$ cat config.mk
export PLATFORM = sky130hd
export DESIGN_NAME = boss_attack_sequencer_flat
export DESIGN_NICKNAME = d
export VERILOG_FILES = /design/src/rtl/boss_attack_sequencer_if.sv /design/src/rtl/boss_attack_sequencer.sv /design/src/flat_wrapper.sv
export SDC_FILE = /design/constraint.sdc
export NUM_CORES = 1
export LEC_CHECK = 0
export ABC_AREA = 1
export CORE_AREA = 2 2 98 100
export CTS_BUF_LIST = sky130_fd_sc_hd__clkbuf_4
export DETAILED_ROUTE_END_ITERATION = 8
export DIE_AREA = 0 0 100 102
export GPL_ROUTABILITY_DRIVEN = 0
export PLACE_DENSITY_LB_ADDON = 0.25
export SLEW_MARGIN = 20
export SYNTH_ARGS = -nofsm -noshare
export SYNTH_HDL_FRONTEND = slang
export SYNTH_SLANG_ARGS = --single-unit
$ cat constraint.sdc
create_clock -name clk_master -period 8 [get_ports clk_master]
set_input_delay 1.2 -clock clk_master [delete_from_list [all_inputs] [get_ports clk_master]]
set_output_delay 1.2 -clock clk_master [all_outputs]
set_load 0.01 [all_outputs]
$ cat src/rtl/boss_attack_sequencer_if.sv
// Boss attack sequencer bus.
// Groups the step/hit inputs and every geometry/status output of the boss
// attack sequencer. The slave modport is the sequencer's view. The master
// modport is the game core's view: it drives step/hit and consumes the rest.
//   pulse_stepCycle, bossHit       : one-cycle strobes into the sequencer
//   bossLocX/Y, bossWidth/Height   : constant boss box
//   projX/projY/projValid          : per-channel geometry, channel i in row i
//   projW/projH, attackType        : current object size and kind
//   bossShoot, beamWarn            : fire strobe, beam charge indicator
//   bossHP, enraged, bossDead      : health status
interface boss_attack_sequencer_if #(
  parameter int N_PROJ = 5,
  parameter int HP_W   = 10
);
  logic                       pulse_stepCycle;
  logic                       bossHit;
  logic [9:0]                 bossLocX;
  logic [8:0]                 bossLocY;
  logic [9:0]                 bossWidth;
  logic [8:0]                 bossHeight;
  logic [N_PROJ-1:0][9:0]     projX;
  logic [N_PROJ-1:0][8:0]     projY;
  logic [N_PROJ-1:0]          projValid;
  logic [9:0]                 projW;
  logic [8:0]                 projH;
  logic [1:0]                 attackType;
  logic                       bossShoot;
  logic                       beamWarn;
  logic [HP_W-1:0]            bossHP;
  logic                       enraged;
  logic                       bossDead;

  modport slave (
    input  pulse_stepCycle, bossHit,
    output bossLocX, bossLocY, bossWidth, bossHeight,
    output projX, projY, projValid, projW, projH, attackType,
    output bossShoot, beamWarn, bossHP, enraged, bossDead
  );

  modport master (
    output pulse_stepCycle, bossHit,
    input  bossLocX, bossLocY, bossWidth, bossHeight,
    input  projX, projY, projValid, projW, projH, attackType,
    input  bossShoot, beamWarn, bossHP, enraged, bossDead
  );
endinterface

$ cat src/rtl/boss_attack_sequencer.sv
// Boss attack sequencer.
// Cycles the boss through spread A / spread B volleys and a charged beam on
// each step pulse, tracks saturating HP, the enraged flag and death.
// Ports:
//   clk_master : system clock (rising edge only)
//   rst_n      : synchronous active-low reset, overrides all inputs
//   bus        : boss_attack_sequencer_if.slave (strobes in, geometry out)
module boss_attack_sequencer #(
  parameter int N_PROJ     = 5,
  parameter int BOSS_X     = 150,
  parameter int BOSS_Y     = 50,
  parameter int BOSS_W     = 340,
  parameter int BOSS_H     = 150,
  parameter int PROJ_W     = 10,
  parameter int PROJ_H     = 15,
  parameter int BEAM_W     = 50,
  parameter int BEAM_H     = 240,
  parameter int BEAM_DELAY = 25000000,
  parameter int BOSS_HP    = 300,
  parameter int HIT_DMG    = 5,
  parameter int ENRAGE_HP  = 100,
  parameter int HP_W       = 10
) (
  input  logic                  clk_master,
  input  logic                  rst_n,
  boss_attack_sequencer_if.slave bus
);

  localparam logic [2:0] S_IDLE   = 3'd0;
  localparam logic [2:0] S_A1     = 3'd1;
  localparam logic [2:0] S_B1     = 3'd2;
  localparam logic [2:0] S_A2     = 3'd3;
  localparam logic [2:0] S_B2     = 3'd4;
  localparam logic [2:0] S_CHARGE = 3'd5;
  localparam logic [2:0] S_DEAD   = 3'd6;

  localparam logic [1:0] LD_NONE = 2'd0;
  localparam logic [1:0] LD_A    = 2'd1;
  localparam logic [1:0] LD_B    = 2'd2;
  localparam logic [1:0] LD_BEAM = 2'd3;

  localparam int OFF = BOSS_W / (N_PROJ - 1);
  // Sums are defined at 11 bits then truncated; truncating straight to the
  // port width gives the same low bits.
  localparam logic [8:0] PY = 9'(BOSS_Y + BOSS_H);

  // Counter holds 0..BEAM_DELAY-1 while charging.
  localparam int CW = (BEAM_DELAY > 1) ? $clog2(BEAM_DELAY) : 1;
  localparam logic [CW-1:0] CNT_LAST = CW'(BEAM_DELAY - 1);

  localparam logic [HP_W-1:0] HP_INIT = HP_W'(BOSS_HP);
  localparam logic [HP_W-1:0] DMG     = HP_W'(HIT_DMG);
  localparam logic [HP_W-1:0] ENR_HP  = HP_W'(ENRAGE_HP);

  localparam logic [N_PROJ-1:0] VLD_A    = '1;
  localparam logic [N_PROJ-1:0] VLD_B    = {1'b0, {(N_PROJ-1){1'b1}}};
  localparam logic [N_PROJ-1:0] VLD_BEAM = N_PROJ'(2'b11);

  typedef logic [N_PROJ-1:0][9:0] xvec_t;
  typedef logic [N_PROJ-1:0][8:0] yvec_t;

  // Constant per-channel geometry for the three attack patterns.
  xvec_t ax, bx, mx;
  yvec_t ay, by, my;

  for (genvar g = 0; g < N_PROJ; g++) begin : g_geom
    localparam logic [9:0] AX  = 10'(BOSS_X + g*OFF - PROJ_W/2);
    localparam logic [9:0] BX  = 10'(BOSS_X + OFF/2 + g*OFF - PROJ_W/2);
    localparam logic [9:0] MX0 = 10'(BOSS_X + BOSS_W/4 - BEAM_W/2);
    localparam logic [9:0] MX1 = 10'(BOSS_X + 3*BOSS_W/4 - BEAM_W/2);
    assign ax[g] = AX;
    assign ay[g] = PY;
    assign bx[g] = (g < N_PROJ-1) ? BX : 10'd0;
    assign by[g] = (g < N_PROJ-1) ? PY : 9'd0;
    assign mx[g] = (g == 0) ? MX0 : (g == 1) ? MX1 : 10'd0;
    assign my[g] = (g < 2) ? PY : 9'd0;
  end

  logic [2:0]        state_q, state_d;
  xvec_t             x_q, x_d;
  yvec_t             y_q, y_d;
  logic [N_PROJ-1:0] v_q, v_d;
  logic [9:0]        w_q, w_d;
  logic [8:0]        h_q, h_d;
  logic [1:0]        type_q, type_d;
  logic              shoot_q, shoot_d;
  logic              warn_q, warn_d;
  logic              enr_q, enr_d;
  logic              dead_q, dead_d;
  logic [HP_W-1:0]   hp_q, hp_d;
  logic [CW-1:0]     cnt_q, cnt_d;
  logic [1:0]        ld;
  logic              hit_ok, fatal;

  always_comb begin
    state_d = state_q;
    x_d     = x_q;
    y_d     = y_q;
    v_d     = v_q;
    w_d     = w_q;
    h_d     = h_q;
    type_d  = type_q;
    shoot_d = 1'b0;
    warn_d  = warn_q;
    dead_d  = dead_q;
    cnt_d   = cnt_q;
    ld      = LD_NONE;

    hit_ok = bus.bossHit && (state_q != S_DEAD);
    hp_d   = hp_q;
    if (hit_ok) hp_d = (hp_q > DMG) ? (hp_q - DMG) : '0;
    fatal  = hit_ok && (hp_d == '0);
    enr_d  = (hp_d != '0) && (hp_d <= ENR_HP);

    if (fatal) begin
      // Death wins over any step or pending beam in the same cycle.
      state_d = S_DEAD;
      dead_d  = 1'b1;
      v_d     = '0;
      warn_d  = 1'b0;
    end else begin
      case (state_q)
        S_IDLE: if (bus.pulse_stepCycle) begin state_d = S_A1; ld = LD_A; end
        S_A1:   if (bus.pulse_stepCycle) begin state_d = S_B1; ld = LD_B; end
        S_B1:   if (bus.pulse_stepCycle) begin state_d = S_A2; ld = LD_A; end
        S_A2:   if (bus.pulse_stepCycle) begin state_d = S_B2; ld = LD_B; end
        S_B2:   if (bus.pulse_stepCycle) begin
          state_d = S_CHARGE;
          ld      = LD_BEAM;
          warn_d  = 1'b1;
          cnt_d   = '0;
        end
        S_CHARGE: begin
          // Steps are ignored while charging. The beam geometry stays on
          // the bus through the fire edge so the strobe describes the beam.
          if (cnt_q == CNT_LAST) begin
            shoot_d = 1'b1;
            warn_d  = 1'b0;
            state_d = enr_d ? S_A1 : S_IDLE;
          end else begin
            cnt_d = cnt_q + 1'b1;
          end
        end
        default: ;
      endcase
    end

    case (ld)
      LD_A: begin
        x_d = ax; y_d = ay; v_d = VLD_A;
        w_d = 10'(PROJ_W); h_d = 9'(PROJ_H); type_d = 2'b00; shoot_d = 1'b1;
      end
      LD_B: begin
        x_d = bx; y_d = by; v_d = VLD_B;
        w_d = 10'(PROJ_W); h_d = 9'(PROJ_H); type_d = 2'b00; shoot_d = 1'b1;
      end
      LD_BEAM: begin
        x_d = mx; y_d = my; v_d = VLD_BEAM;
        w_d = 10'(BEAM_W); h_d = 9'(BEAM_H); type_d = 2'b01;
      end
      default: ;
    endcase
  end

  always_ff @(posedge clk_master) begin
    if (!rst_n) begin
      state_q <= S_IDLE;
      x_q     <= '0;
      y_q     <= '0;
      v_q     <= '0;
      w_q     <= '0;
      h_q     <= '0;
      type_q  <= '0;
      shoot_q <= 1'b0;
      warn_q  <= 1'b0;
      enr_q   <= 1'b0;
      dead_q  <= 1'b0;
      hp_q    <= HP_INIT;
      cnt_q   <= '0;
    end else begin
      state_q <= state_d;
      x_q     <= x_d;
      y_q     <= y_d;
      v_q     <= v_d;
      w_q     <= w_d;
      h_q     <= h_d;
      type_q  <= type_d;
      shoot_q <= shoot_d;
      warn_q  <= warn_d;
      enr_q   <= enr_d;
      dead_q  <= dead_d;
      hp_q    <= hp_d;
      cnt_q   <= cnt_d;
    end
  end

  assign bus.bossLocX   = 10'(BOSS_X);
  assign bus.bossLocY   = 9'(BOSS_Y);
  assign bus.bossWidth  = 10'(BOSS_W);
  assign bus.bossHeight = 9'(BOSS_H);
  assign bus.projX      = x_q;
  assign bus.projY      = y_q;
  assign bus.projValid  = v_q;
  assign bus.projW      = w_q;
  assign bus.projH      = h_q;
  assign bus.attackType = type_q;
  assign bus.bossShoot  = shoot_q;
  assign bus.beamWarn   = warn_q;
  assign bus.bossHP     = hp_q;
  assign bus.enraged    = enr_q;
  assign bus.bossDead   = dead_q;

endmodule

$ cat src/flat_wrapper.sv
// flat-port wrapper written by rule: the top's interface ports become plain ports
module boss_attack_sequencer_flat 
#(
  parameter int N_PROJ     = 5,
  parameter int BOSS_X     = 150,
  parameter int BOSS_Y     = 50,
  parameter int BOSS_W     = 340,
  parameter int BOSS_H     = 150,
  parameter int PROJ_W     = 10,
  parameter int PROJ_H     = 15,
  parameter int BEAM_W     = 50,
  parameter int BEAM_H     = 240,
  parameter int BEAM_DELAY = 25000000,
  parameter int BOSS_HP    = 300,
  parameter int HIT_DMG    = 5,
  parameter int ENRAGE_HP  = 100,
  parameter int HP_W       = 10
)
  (clk_master, rst_n, bus_pulse_stepCycle, bus_bossHit, bus_bossLocX, bus_bossLocY, bus_bossWidth, bus_bossHeight, bus_projX, bus_projY, bus_projValid, bus_projW, bus_projH, bus_attackType, bus_bossShoot, bus_beamWarn, bus_bossHP, bus_enraged, bus_bossDead);
  boss_attack_sequencer_if #(.N_PROJ(N_PROJ), .HP_W(HP_W)) bus_i ();
  input  logic clk_master;
  input  logic rst_n;
  input wire logic [$bits(bus_i.pulse_stepCycle)-1:0] bus_pulse_stepCycle;
  input wire logic [$bits(bus_i.bossHit)-1:0] bus_bossHit;
  output wire logic [$bits(bus_i.bossLocX)-1:0] bus_bossLocX;
  output wire logic [$bits(bus_i.bossLocY)-1:0] bus_bossLocY;
  output wire logic [$bits(bus_i.bossWidth)-1:0] bus_bossWidth;
  output wire logic [$bits(bus_i.bossHeight)-1:0] bus_bossHeight;
  output wire logic [$bits(bus_i.projX)-1:0] bus_projX;
  output wire logic [$bits(bus_i.projY)-1:0] bus_projY;
  output wire logic [$bits(bus_i.projValid)-1:0] bus_projValid;
  output wire logic [$bits(bus_i.projW)-1:0] bus_projW;
  output wire logic [$bits(bus_i.projH)-1:0] bus_projH;
  output wire logic [$bits(bus_i.attackType)-1:0] bus_attackType;
  output wire logic [$bits(bus_i.bossShoot)-1:0] bus_bossShoot;
  output wire logic [$bits(bus_i.beamWarn)-1:0] bus_beamWarn;
  output wire logic [$bits(bus_i.bossHP)-1:0] bus_bossHP;
  output wire logic [$bits(bus_i.enraged)-1:0] bus_enraged;
  output wire logic [$bits(bus_i.bossDead)-1:0] bus_bossDead;
  assign bus_i.pulse_stepCycle = bus_pulse_stepCycle;
  assign bus_i.bossHit = bus_bossHit;
  assign bus_bossLocX = bus_i.bossLocX;
  assign bus_bossLocY = bus_i.bossLocY;
  assign bus_bossWidth = bus_i.bossWidth;
  assign bus_bossHeight = bus_i.bossHeight;
  assign bus_projX = bus_i.projX;
  assign bus_projY = bus_i.projY;
  assign bus_projValid = bus_i.projValid;
  assign bus_projW = bus_i.projW;
  assign bus_projH = bus_i.projH;
  assign bus_attackType = bus_i.attackType;
  assign bus_bossShoot = bus_i.bossShoot;
  assign bus_beamWarn = bus_i.beamWarn;
  assign bus_bossHP = bus_i.bossHP;
  assign bus_enraged = bus_i.enraged;
  assign bus_bossDead = bus_i.bossDead;
  boss_attack_sequencer #(.N_PROJ(N_PROJ), .BOSS_X(BOSS_X), .BOSS_Y(BOSS_Y), .BOSS_W(BOSS_W), .BOSS_H(BOSS_H), .PROJ_W(PROJ_W), .PROJ_H(PROJ_H), .BEAM_W(BEAM_W), .BEAM_H(BEAM_H), .BEAM_DELAY(BEAM_DELAY), .BOSS_HP(BOSS_HP), .HIT_DMG(HIT_DMG), .ENRAGE_HP(ENRAGE_HP), .HP_W(HP_W)) u_core (.clk_master(clk_master), .rst_n(rst_n), .bus(bus_i));
endmodule
==> results.yml <==
setup_path:
  crit_required_ns: 8.29
  path_max_fanout: 38
  reg2regPathDepth: 20
  cp.arrival_ns: 4.75
  crit_path_start_kind: "input pin"
  rrSetupSlack_ns: 4.11
  reg2reg_to: "u_core.bus.projValid[1]$_SDFFE_PN0P_"
  critical_path_class: "input pin to flop"
  end_kind: "flop"
  r2r_start: "u_core.bus.bossHP[0]$_SDFF_PN0_"
synth:
  synth_top_family_by_area: "buffers and inverters"
  synth-seq-cells: 53
  synthCells: 653
  synth-simple-area-share_pct: 30.2
  muxShareOfSynthArea_pct: 0
  yosysWarningCount: 0
  synth.cell_area_mm2: 0.00441
  synth_cell_types: 31
  synth-compound-area-share_pct: 6.33
  synth_xor_area_share_pct: 3.78
  yosysSeqAreaShare_pct: 24.1
  synthAdderAreaFrac_pct: 3.12
  avgSynthCellArea_um2: 6.75
grt:
  grt_start_max_net_pins: 39
  grt_pass1_wl_um: 14100
  grt_antenna_before_repair: 0
  grt_overflow: 0
  first_global_vias: 3103
  grt_usage_pct: 16.6
floorplanning:
  die_x_um: 100
  die-area_mm2: 0.0102
  fp.dieH_um: 102
  start_util_pct: 48.4
  core_mm2: 0.00911
  rows: 35
  pin_count: 177
cells_and_area:
  area_growth_pct: 3.72
  nFillCells: 931
  drive_gt1_share_pct: 4.02
  antennaDiodeCount: 0
  register_area_mm2: 0.00106
  nets: 685
  multi_input_area_mm2: 0.00226
  fin_util_pct: 50.2
cts:
  cts_tree: "yes"
  clk_latency_ns: 0.38
  hold_buffers: 0
  clk_pin_slew_ns: 0.16
  post_cts_buffers: 0
  cts_buffer_depth: 2
  cts_buffers: 5
  cts_resized: 0
  htree_levels: 2
  root_buffer: "clkbuf_4"
  cts.sinks: 53
hold_path:
  min_from: "u_core.cnt_q[7]$_SDFFE_PN0P_"
  hold_depth: 2
  min_delay_worst_endpoint: "u_core.cnt_q[7]$_SDFFE_PN0P_"
  min_path_type: "flop to flop"
sta:
  fin_worst_skew_ns: 0.00840
  setup-tns-final_ns: 0
  fin_crit_sh_pct: 55.8
  rsz0062_at_grt: "no"
  fmax_mhz: 224
  slew_viol_final: 0
  period_needed_ns: 4.46
  tightest_slew_ns: 0.828
  slew_headroom_pct: 44.7
  setup_viol: 0
  hold_viol_final: 0
  hold_slack_ns: 0.486
power:
  power.share.switching_pct: 35.5
  p_clk_share_pct: 19.2
  pwr-share-seq_pct: 45.5
  p_leak_nw: 1.87
  ir_drop_mv: 0.0673
  internal_power_mw: 0.424
  switchingPower_mw: 0.233
  powerDensity_mw_per_mm2: 144
  combPwrFrac_pct: 35.3
place:
  hpwl_um: 6690
  io_buffers: 85
detailed_routing:
  wl_per_cell_um: 11.3
  drt-total-wl_um: 8870
  drc: 0
  dr.pass1.iters: 5
  viasPerCell: 4.76
  vias: 3725
  ant_nets: 0
  drt_iter0_drc: 173
run:
  cap_viol_max_count: 0
run_status:
  status: "finished clean"
power by group through the flow:
stage	Sequential, mW	Clock [mW]	Combinational (mW)
CTS	0.300	0.131	0.233
global placement	0.305	0	0.229
global route	0.303	0.139	0.254
finish	0.299	0.126	0.232
floorplan	0.307	0	0.198
detailed placement	0.306	0	0.232
layout by cell type, fill, tap and decap left out, types with 17 or more instances in the layout:
master,Yosys,layout
a21oi_1,36,36
clkdlybuf4s50_1,0,85
conb_1,2,91
dfxtp_1,53,53
inv_1,51,50
nand2_1,105,105
nand3_1,64,64
nor2_1,75,75
nor3_1,18,18
xor2_1,17,17
sequential cells by signal (all words and copies together) (netlist names):
name / flops
u_core.bus.bossDead: 1
u_core.bus.projValid: 3
u_core.bus.projX: 7
u_core.cnt_q: 25
u_core.state_q: 3
u_core.bus.bossHP: 10
u_core.bus.enraged: 1
u_core.bus.projW: 1
u_core.bus.beamWarn: 1
u_core.bus.bossShoot: 1
cells in the mapped netlist, drive strengths merged:
cell type    n  area, µm²
xnor2        2       17.5
conb         2       7.51
nor4b        1       15.0
a22oi        1       7.51
nand3b       5       37.5
ha          11        138
or2          3       18.8
clkbuf       7       26.3
inv         54        203
nor2        82        335
nor4         1       6.26
a31oi        1       6.26
xor2        17        149
nor3b        2       15.0
nor3        18       90.1
nand3       66        340
dfxtp       53       1060
o21ai       17       85.1
nand2      107        412
nand4       10       62.6
buf        157       1190
a21oi       36        180
critical path, cell delays in order:
cell and delay [ns]:
clkdlybuf4s50_1 0.50, nand2_2 0.18, inv_2 0.16, nand3_1 0.20, nand3_1 0.17, nand3_1 0.12, nor2_2 0.16, nand3_2 0.64
nand3_1 0.37, inv_1 0.14, ha_1 0.22, or2_2 0.29, inv_1 0.15, nand3b_1 0.09, nand2_1 0.10, nor2_1 0.05
routing by layer:
layer	global-route usage [%]	vias up	share of wire, %
met5	0	-	0
met4	4.43	0	0.79
met3	2.19	8	6.7
met2	30.1	152	50
met1	20.8	1696	43
li1	-	1869	-
cell type report:
class                           instances  share of cell area (%)
Timing Repair Buffer                   85                    18.6
Tap cell                              111                    3.04
Sequential cell                        53                    23.2
Clock buffer                            5                   0.821
Clock inverter                          3                   0.493
Inverter                               54                    4.43
Multi-Input combinational cell        471                    49.4
through the flow:
| step | power [mW] | worst slack (ns) | instances | cell area [µm²] |
|---|---|---|---|---|
| floorplan | 0.505 | 4.66 | 742 | 4740 |
| global placement | 0.534 | 3.30 | 774 | 4510 |
| detailed placement | 0.538 | 3.14 | 774 | 4510 |
| CTS | 0.664 | 3.56 | 782 | 4570 |
| global route | 0.696 | 3.17 | 782 | 4570 |
| finish | 0.657 | 3.54 | 782 | 4570 |
how the worst max path moves through the flow:
stage / endpoint / cells after the start / from
2_1_floorplan: u_core.bus.projValid[1]$_SDFFE_PN0P_ / 18 / bus_bossHit
3_3_place_gp: u_core.bus.projValid[3]$_SDFFE_PN0P_ / 16 / bus_bossHit
3_5_place_dp: u_core.bus.projValid[1]$_SDFFE_PN0P_ / 16 / bus_bossHit
4_1_cts: u_core.bus.projValid[1]$_SDFFE_PN0P_ / 16 / bus_bossHit
5_1_grt: u_core.bus.projValid[1]$_SDFFE_PN0P_ / 16 / bus_bossHit
6_report: u_core.bus.projValid[1]$_SDFFE_PN0P_ / 16 / bus_bossHit
kinds of logic (layout without fill, tap and decap cells):
| kind of cell | after synthesis | after routing |
|---|---|---|
| AO/OA/AOI/OAI | 55 | 55 |
| adder cells (fa/ha/maj) | 11 | 11 |
| flip-flops | 53 | 53 |
| XOR/XNOR | 19 | 19 |
| buffers and inverters | 218 | 147 |
| AND/OR/NAND/NOR | 295 | 295 |
| other | 2 | 91 |
(Power assumes the default switching activity.)
